--- src/rtl/hazard_irq_ctrl_if.sv ---
// Pipeline-control bundle between the MIPS datapath and hazard_irq_ctrl.
// slave = controller side, master = datapath side.
interface hazard_irq_ctrl_if #(
   parameter int CNT_W = 16
);
   logic             irq_req;
   logic             irq_en;
   logic             kernel_mode;
   logic             id_valid;
   logic [31:0]      id_pcplus4;
   logic [4:0]       id_rs;
   logic [4:0]       id_rt;
   logic             id_uses_rs;
   logic             id_uses_rt;
   logic             id_jump;
   logic             ex_memread;
   logic [4:0]       ex_rt;
   logic             ex_branch_taken;
   logic             pc_we;
   logic [1:0]       pc_src;
   logic             ifid_we;
   logic             ifid_flush;
   logic             idex_flush;
   logic [31:0]      epc;
   logic             epc_we;
   logic             irq_ack;
   logic [CNT_W-1:0] stall_cnt;
   logic [CNT_W-1:0] flush_cnt;
   // Vector the PC mux loads when pc_src selects the interrupt entry
   logic [31:0]      irq_vector;

   modport slave (
      input  irq_req, irq_en, kernel_mode, id_valid, id_pcplus4,
             id_rs, id_rt, id_uses_rs, id_uses_rt, id_jump,
             ex_memread, ex_rt, ex_branch_taken,
      output pc_we, pc_src, ifid_we, ifid_flush, idex_flush,
             epc, epc_we, irq_ack, stall_cnt, flush_cnt, irq_vector
   );

   modport master (
      output irq_req, irq_en, kernel_mode, id_valid, id_pcplus4,
             id_rs, id_rt, id_uses_rs, id_uses_rt, id_jump,
             ex_memread, ex_rt, ex_branch_taken,
      input  pc_we, pc_src, ifid_we, ifid_flush, idex_flush,
             epc, epc_we, irq_ack, stall_cnt, flush_cnt, irq_vector
   );
endinterface

--- src/rtl/hazard_irq_ctrl.sv ---
// Hazard / redirect / interrupt-entry sequencer for the 5-stage MIPS pipeline,
// with stall and flush performance counters.
module hazard_irq_ctrl #(
   parameter int          CNT_W      = 16,
   parameter logic [31:0] IRQ_VECTOR = 32'h8000_0004
) (
   input logic              clk,
   input logic              reset,
   hazard_irq_ctrl_if.slave bus
);
   typedef enum logic [1:0] {
      RUN   = 2'b00,
      DRAIN = 2'b01,
      TAKE  = 2'b10
   } state_t;

   state_t           state_r;
   state_t           state_nxt_s;
   logic [31:0]      epc_r;
   logic [CNT_W-1:0] stall_cnt_r;
   logic [CNT_W-1:0] flush_cnt_r;

   logic             load_use_s;
   logic             stall_s;
   logic             pc_we_s;
   logic [1:0]       pc_src_s;
   logic             ifid_we_s;
   logic             ifid_flush_s;
   logic             idex_flush_s;
   logic             epc_we_s;
   logic             irq_ack_s;

   assign load_use_s = bus.ex_memread && (bus.ex_rt != 5'd0) &&
                       ((bus.id_uses_rs && (bus.id_rs == bus.ex_rt)) ||
                        (bus.id_uses_rt && (bus.id_rt == bus.ex_rt)));

   // Next-state and pipeline control decode
   always_comb begin
      state_nxt_s  = state_r;
      pc_we_s      = 1'b1;
      pc_src_s     = 2'b00;
      ifid_we_s    = 1'b1;
      ifid_flush_s = 1'b0;
      idex_flush_s = 1'b0;
      epc_we_s     = 1'b0;
      irq_ack_s    = 1'b0;
      stall_s      = 1'b0;
      if (reset) begin
         state_nxt_s = RUN;
      end else begin
         case (state_r)
            RUN, DRAIN: begin
               if (bus.ex_branch_taken) begin
                  pc_src_s     = 2'b01;
                  ifid_flush_s = 1'b1;
                  idex_flush_s = 1'b1;
               end else if (load_use_s) begin
                  // A jump held behind a load-use is re-decoded next cycle
                  pc_we_s      = 1'b0;
                  ifid_we_s    = 1'b0;
                  idex_flush_s = 1'b1;
                  stall_s      = 1'b1;
               end else if (bus.id_jump) begin
                  pc_src_s     = 2'b10;
                  ifid_flush_s = 1'b1;
               end else begin
                  pc_src_s     = 2'b00;
               end

               if (state_r == RUN) begin
                  if (bus.irq_req && bus.irq_en && !bus.kernel_mode) begin
                     state_nxt_s = DRAIN;
                  end else begin
                     state_nxt_s = RUN;
                  end
               end else if (!(bus.irq_req && bus.irq_en)) begin
                  state_nxt_s = RUN;
               end else if (bus.id_valid && !bus.ex_branch_taken &&
                            !load_use_s && !bus.id_jump) begin
                  state_nxt_s = TAKE;
               end else begin
                  state_nxt_s = DRAIN;
               end
            end
            TAKE: begin
               pc_src_s     = 2'b11;
               pc_we_s      = 1'b1;
               ifid_flush_s = 1'b1;
               idex_flush_s = 1'b1;
               epc_we_s     = 1'b1;
               irq_ack_s    = 1'b1;
               state_nxt_s  = RUN;
            end
            default: begin
               state_nxt_s = RUN;
            end
         endcase
      end
   end

   // State, exception PC capture and performance counters
   always_ff @(posedge clk or posedge reset) begin
      if (reset) begin
         state_r     <= RUN;
         epc_r       <= 32'd0;
         stall_cnt_r <= '0;
         flush_cnt_r <= '0;
      end else begin
         state_r <= state_nxt_s;
         // The ID instruction is squashed by TAKE, so return re-executes it
         if ((state_r == DRAIN) && (state_nxt_s == TAKE)) begin
            epc_r <= bus.id_pcplus4 - 32'd4;
         end
         if (stall_s) begin
            stall_cnt_r <= stall_cnt_r + CNT_W'(1);
         end
         if (ifid_flush_s) begin
            flush_cnt_r <= flush_cnt_r + CNT_W'(1);
         end
      end
   end

   assign bus.pc_we      = pc_we_s;
   assign bus.pc_src     = pc_src_s;
   assign bus.ifid_we    = ifid_we_s;
   assign bus.ifid_flush = ifid_flush_s;
   assign bus.idex_flush = idex_flush_s;
   assign bus.epc        = epc_r;
   assign bus.epc_we     = epc_we_s;
   assign bus.irq_ack    = irq_ack_s;
   assign bus.stall_cnt  = stall_cnt_r;
   assign bus.flush_cnt  = flush_cnt_r;
   assign bus.irq_vector = IRQ_VECTOR;
endmodule

--- src/flat_wrapper.sv ---
// flat-port wrapper written by rule: the top's interface ports become plain ports
module hazard_irq_ctrl_flat 
#(
   parameter int          CNT_W      = 16,
   parameter logic [31:0] IRQ_VECTOR = 32'h8000_0004
)
  (clk, reset, bus_irq_req, bus_irq_en, bus_kernel_mode, bus_id_valid, bus_id_pcplus4, bus_id_rs, bus_id_rt, bus_id_uses_rs, bus_id_uses_rt, bus_id_jump, bus_ex_memread, bus_ex_rt, bus_ex_branch_taken, bus_pc_we, bus_pc_src, bus_ifid_we, bus_ifid_flush, bus_idex_flush, bus_epc, bus_epc_we, bus_irq_ack, bus_stall_cnt, bus_flush_cnt, bus_irq_vector);
  hazard_irq_ctrl_if #(.CNT_W(CNT_W)) bus_i ();
  input logic clk;
  input logic reset;
  input wire logic [$bits(bus_i.irq_req)-1:0] bus_irq_req;
  input wire logic [$bits(bus_i.irq_en)-1:0] bus_irq_en;
  input wire logic [$bits(bus_i.kernel_mode)-1:0] bus_kernel_mode;
  input wire logic [$bits(bus_i.id_valid)-1:0] bus_id_valid;
  input wire logic [$bits(bus_i.id_pcplus4)-1:0] bus_id_pcplus4;
  input wire logic [$bits(bus_i.id_rs)-1:0] bus_id_rs;
  input wire logic [$bits(bus_i.id_rt)-1:0] bus_id_rt;
  input wire logic [$bits(bus_i.id_uses_rs)-1:0] bus_id_uses_rs;
  input wire logic [$bits(bus_i.id_uses_rt)-1:0] bus_id_uses_rt;
  input wire logic [$bits(bus_i.id_jump)-1:0] bus_id_jump;
  input wire logic [$bits(bus_i.ex_memread)-1:0] bus_ex_memread;
  input wire logic [$bits(bus_i.ex_rt)-1:0] bus_ex_rt;
  input wire logic [$bits(bus_i.ex_branch_taken)-1:0] bus_ex_branch_taken;
  output wire logic [$bits(bus_i.pc_we)-1:0] bus_pc_we;
  output wire logic [$bits(bus_i.pc_src)-1:0] bus_pc_src;
  output wire logic [$bits(bus_i.ifid_we)-1:0] bus_ifid_we;
  output wire logic [$bits(bus_i.ifid_flush)-1:0] bus_ifid_flush;
  output wire logic [$bits(bus_i.idex_flush)-1:0] bus_idex_flush;
  output wire logic [$bits(bus_i.epc)-1:0] bus_epc;
  output wire logic [$bits(bus_i.epc_we)-1:0] bus_epc_we;
  output wire logic [$bits(bus_i.irq_ack)-1:0] bus_irq_ack;
  output wire logic [$bits(bus_i.stall_cnt)-1:0] bus_stall_cnt;
  output wire logic [$bits(bus_i.flush_cnt)-1:0] bus_flush_cnt;
  output wire logic [$bits(bus_i.irq_vector)-1:0] bus_irq_vector;
  assign bus_i.irq_req = bus_irq_req;
  assign bus_i.irq_en = bus_irq_en;
  assign bus_i.kernel_mode = bus_kernel_mode;
  assign bus_i.id_valid = bus_id_valid;
  assign bus_i.id_pcplus4 = bus_id_pcplus4;
  assign bus_i.id_rs = bus_id_rs;
  assign bus_i.id_rt = bus_id_rt;
  assign bus_i.id_uses_rs = bus_id_uses_rs;
  assign bus_i.id_uses_rt = bus_id_uses_rt;
  assign bus_i.id_jump = bus_id_jump;
  assign bus_i.ex_memread = bus_ex_memread;
  assign bus_i.ex_rt = bus_ex_rt;
  assign bus_i.ex_branch_taken = bus_ex_branch_taken;
  assign bus_pc_we = bus_i.pc_we;
  assign bus_pc_src = bus_i.pc_src;
  assign bus_ifid_we = bus_i.ifid_we;
  assign bus_ifid_flush = bus_i.ifid_flush;
  assign bus_idex_flush = bus_i.idex_flush;
  assign bus_epc = bus_i.epc;
  assign bus_epc_we = bus_i.epc_we;
  assign bus_irq_ack = bus_i.irq_ack;
  assign bus_stall_cnt = bus_i.stall_cnt;
  assign bus_flush_cnt = bus_i.flush_cnt;
  assign bus_irq_vector = bus_i.irq_vector;
  hazard_irq_ctrl #(.CNT_W(CNT_W), .IRQ_VECTOR(IRQ_VECTOR)) u_core (.clk(clk), .reset(reset), .bus(bus_i));
endmodule
--- config.mk ---
export PLATFORM = sky130hd
export DESIGN_NAME = hazard_irq_ctrl_flat
export DESIGN_NICKNAME = d
export VERILOG_FILES = /design/src/rtl/hazard_irq_ctrl_if.sv /design/src/rtl/hazard_irq_ctrl.sv /design/src/flat_wrapper.sv
export SDC_FILE = /design/constraint.sdc
export NUM_CORES = 1
export LEC_CHECK = 0
export ABC_AREA = 0
export CAP_MARGIN = 40
export CORE_MARGIN = 1
export CORE_UTILIZATION = 30
export CTS_BUF_LIST = sky130_fd_sc_hd__clkbuf_8
export DETAILED_ROUTE_END_ITERATION = 8
export PLACE_DENSITY = 0.69
export REMOVE_ABC_BUFFERS = 1
export SETUP_SLACK_MARGIN = 0.4
export SLEW_MARGIN = 15
export SYNTH_ARGS = -nofsm -noshare
export SYNTH_HDL_FRONTEND = slang
export SYNTH_SLANG_ARGS = --single-unit
--- constraint.sdc ---
create_clock -name clk -period 2.2 [get_ports clk]
set_input_delay 0.33 -clock clk [delete_from_list [all_inputs] [get_ports clk]]
set_output_delay 0.33 -clock clk [all_outputs]
set_load 0.02 [all_outputs]
==> impl_results.md, run 1 <==
- Status: completed
- Initial Util: 0.309
- Switching power: 1.01 mW
- Pre-antenna DRT Iters: 4
- Clk pwr share: 0.325
- Reg-to-Reg Start: u_core.state_r[1]
- CP Capture Type: flip-flop
- Io pins: 162
- Hold Startpoint: bus_id_pcplus4[18]
- Final Cycle Share: 0.873
- VDD IR max: 0.269 mV
- Setup TNS: 0 ps
- Fin area: 6380 um^2
- Crit-path max FO: 9
- Root Buffer: clkbuf_8
- Worst Hold Class: input port to flip-flop
- Number of antenna violations at the first check in global routing: 0
- Clk_lat worst skew: 330 ps
- Core footprint: 12100 um^2
- Wirelength, routed: 10700 um
- Data required time of the worst path: 2420 ps
- Cell Area, Placed: 5470 um^2
- Seq/Total Area, Yosys: 0.444
- Pwr dens: 541 nW/um^2
- GRT Util Overall: 0.161
- Routed Antenna Nets: 0
- Gate power share: 0.261
- Worst Skew: 4.92 ps
- Worst setup SP type: input port
- Most frequent cells in the layout: clkdlybuf4s50_1 (88), dfrtp_1 (65), buf_4 (60), xnor2_1 (44), conb_1 (32)
- Post-synthesis average cell area: 9.95 um^2
- # setup viols final: 0
- Max H-tree Level: 3
- Maximum capacitance violations: 0
- CTS Hold Bufs: 0
- Syn Std Cell Area: 3720 um^2
- Commonest non-fill, non-tap cell in the layout: clkdlybuf4s50_1
- M2 GR Usage: 0.281
- Pint: 2.44 mW
- Pin count of the biggest net entering global routing: 40
- Sequential Power Share: 0.414
- Tmin final: 1920 ps
- Fin. Hold Viols: 0
- TritonCTS clock tree: built
- Vias: 3492
- Row cnt: 40
- CP Launch Point: bus_ex_rt[3]
- Inserted Clock Buffers: 9
- Starting DRT DRC Count: 95
- Setup Crit Path Kind: input port to flip-flop
- Diode count: 0
- FF+latch count, synth: 66
- Final core utilization: 0.529
- GR peak layer: met2
- CP arrival: 2140 ps
- Clk sinks: 66
- Final Total Pwr: 3.45 mW
- Maximum clock path buffer count: 2
- First-pass GRT wire length: 16300 um
- Cells after Synth: 374
- Port Buffers: 129
- Vias per cell: 4.65
- DRC Markers: 0
- Area growth from synthesis to layout: 71.4%
- Met1 Use GR: 0.187
- Die ar.: 12900 um^2
- Leak Pwr: 2.84 nW
- Unrepaired setup endpoints after global routing: true
- Die W: 113 um
- Final #Nets: 640
- GR Layer Usage met3: 0.0414
- Gr ovfl total: 0
- Least-Margin Pin Slew: 522 ps
- Share of layout cells above drive strength 1: 0.336
- Post-detail-place hpwl: 7390 um
- FMAX: 520 MHz
- Max-slew violations: 0
- Sw Share: 0.293
- Avg WL per Cell: 14.2 um
- Relative slew slack: 0.652
- Worst-path clk slew: 70 ps
- Routability cong.: 0.842
- Yosys cell types: 50
- DIE HEIGHT: 113 um
- Yosys Warn Count: 0
- Vias in the first global route: 3461
-- path summary, 6_finish.rpt --
| kind | end | slack [ps] | cells past startpoint |
|---|---|---|---|
| max | u_core.bus.epc[2] | 280 | 7 |
| min | u_core.bus.epc[18] | 290 | 3 |
| max reg2reg | u_core.bus.epc[2] | 350 | 6 |
| min reg2reg | u_core.bus.stall_cnt[15] | 470 | 1 |
| max in group asynchronous | u_core.bus.epc[19] | 1080 | 5 |
| min in group asynchronous | u_core.state_r[1] | 680 | 5 |
-- metrics by stage --
stage                     setup WS, ps  hold slack, ps  instances
final                              278             295        751
after global routing               217             313        751
after CTS                          271             308        743
after detailed placement          -642             475        713
after global placement            -602             458        713
after floorplan                   -787             436        362
-- logic make-up (layout without fill, tap and decap cells) --
kind of cell / Yosys count / in the layout / share of synthesized area
AOI/OAI and AO/OA: 45 / 45 / 0.0766
xor gates and xnor gates: 63 / 63 / 0.148
adders and majority gates: 3 / 3 / 0.0101
buffers and inverters: 50 / 229 / 0.0874
DFF: 66 / 66 / 0.444
muxes: 5 / 5 / 0.0148
other: 2 / 32 / 0.00202
and+or+nand+nor: 140 / 140 / 0.217
-- cell type report --
type                            instances  area [um^2]
Timing Repair Buffer                  206         2030
Clock inverter                          1         30.0
Multi-Input combinational cell        288         2230
Fill cell                            1047         5680
Clock buffer                           14          193
Sequential cell                        66         1650
Inverter                                8         30.0
Tap cell                              168          210
-- repair_timing --
action | 4_1_cts | 5_1_grt
gates resized for setup | 166 | 65
pin swaps | 43 | 31
gates cloned | 2 | 2
setup buffers | 13 | 6
setup endpoints to repair | 73 | 56
-- metal layers --
metal  wire length, um  part of all wire  vias to the layer above
li1                  -                 -                     1646
met1              4370              0.41                     1692
met2              5390              0.50                      138
met3               735             0.069                       16
met4               192             0.018                        0
met5                 0                 0                        -
-- flip-flops by register name, indices dropped and copies added (netlist names) --
register,cells
u_core.state_r,2
u_core.bus.flush_cnt,16
u_core.bus.epc,32
u_core.bus.stall_cnt,16
-- power groups by stage --
stage / sequential (mW) / combinational (mW) / clock (mW)
after floorplan: 1.56 / 0.283 / 0
after global placement: 1.44 / 0.845 / 0
after detailed placement: 1.45 / 0.861 / 0
after CTS: 1.43 / 0.875 / 1.16
after global routing: 1.44 / 0.966 / 1.21
final: 1.43 / 0.902 / 1.12
-- Yosys cell counts, drive strengths merged --
cell type / n / area (um^2)
and4: 3 / 26.3
o22ai: 1 / 6.26
nand4b: 1 / 8.76
mux2i: 1 / 10.0
nor3: 12 / 75.1
and2: 1 / 6.26
clkbuf: 2 / 7.51
o21a: 1 / 7.51
or2: 1 / 6.26
buf: 40 / 288
nand3b: 1 / 7.51
a31oi: 5 / 31.3
nor2: 42 / 158
or3: 6 / 48.8
nand3: 15 / 87.6
o21ai: 5 / 28.8
a21oi: 26 / 141
nand2b: 3 / 18.8
o22a: 1 / 8.76
or4: 3 / 30.0
a221oi: 1 / 8.76
mux2: 4 / 45.0
xor2: 14 / 123
ha: 3 / 37.5
dfrtp: 66 / 1650
nand4: 14 / 93.8
a22oi: 1 / 7.51
nand2: 19 / 71.3
a31o: 2 / 17.5
nor4: 10 / 111
o31ai: 1 / 7.51
inv: 8 / 30.0
nor4b: 1 / 8.76
a211oi: 1 / 20.0
and3: 8 / 50.1
conb: 2 / 7.51
xnor2: 49 / 429
-- worst max-delay path, cell delays in order --
cell and delay (ps):
buf_8 100, or4_4 550, o21a_4 230, buf_6 110
a211oi_4 290, buf_12 210, mux2_4 310
Power figures use the tool's default switching activity.
==> run 2, diff against run 1 <==
Settings changed: CORE_MARGIN 1 to not set.
==> results of run 2 <==
The final DEF is identical to that of run 1; final timing and power are the same.
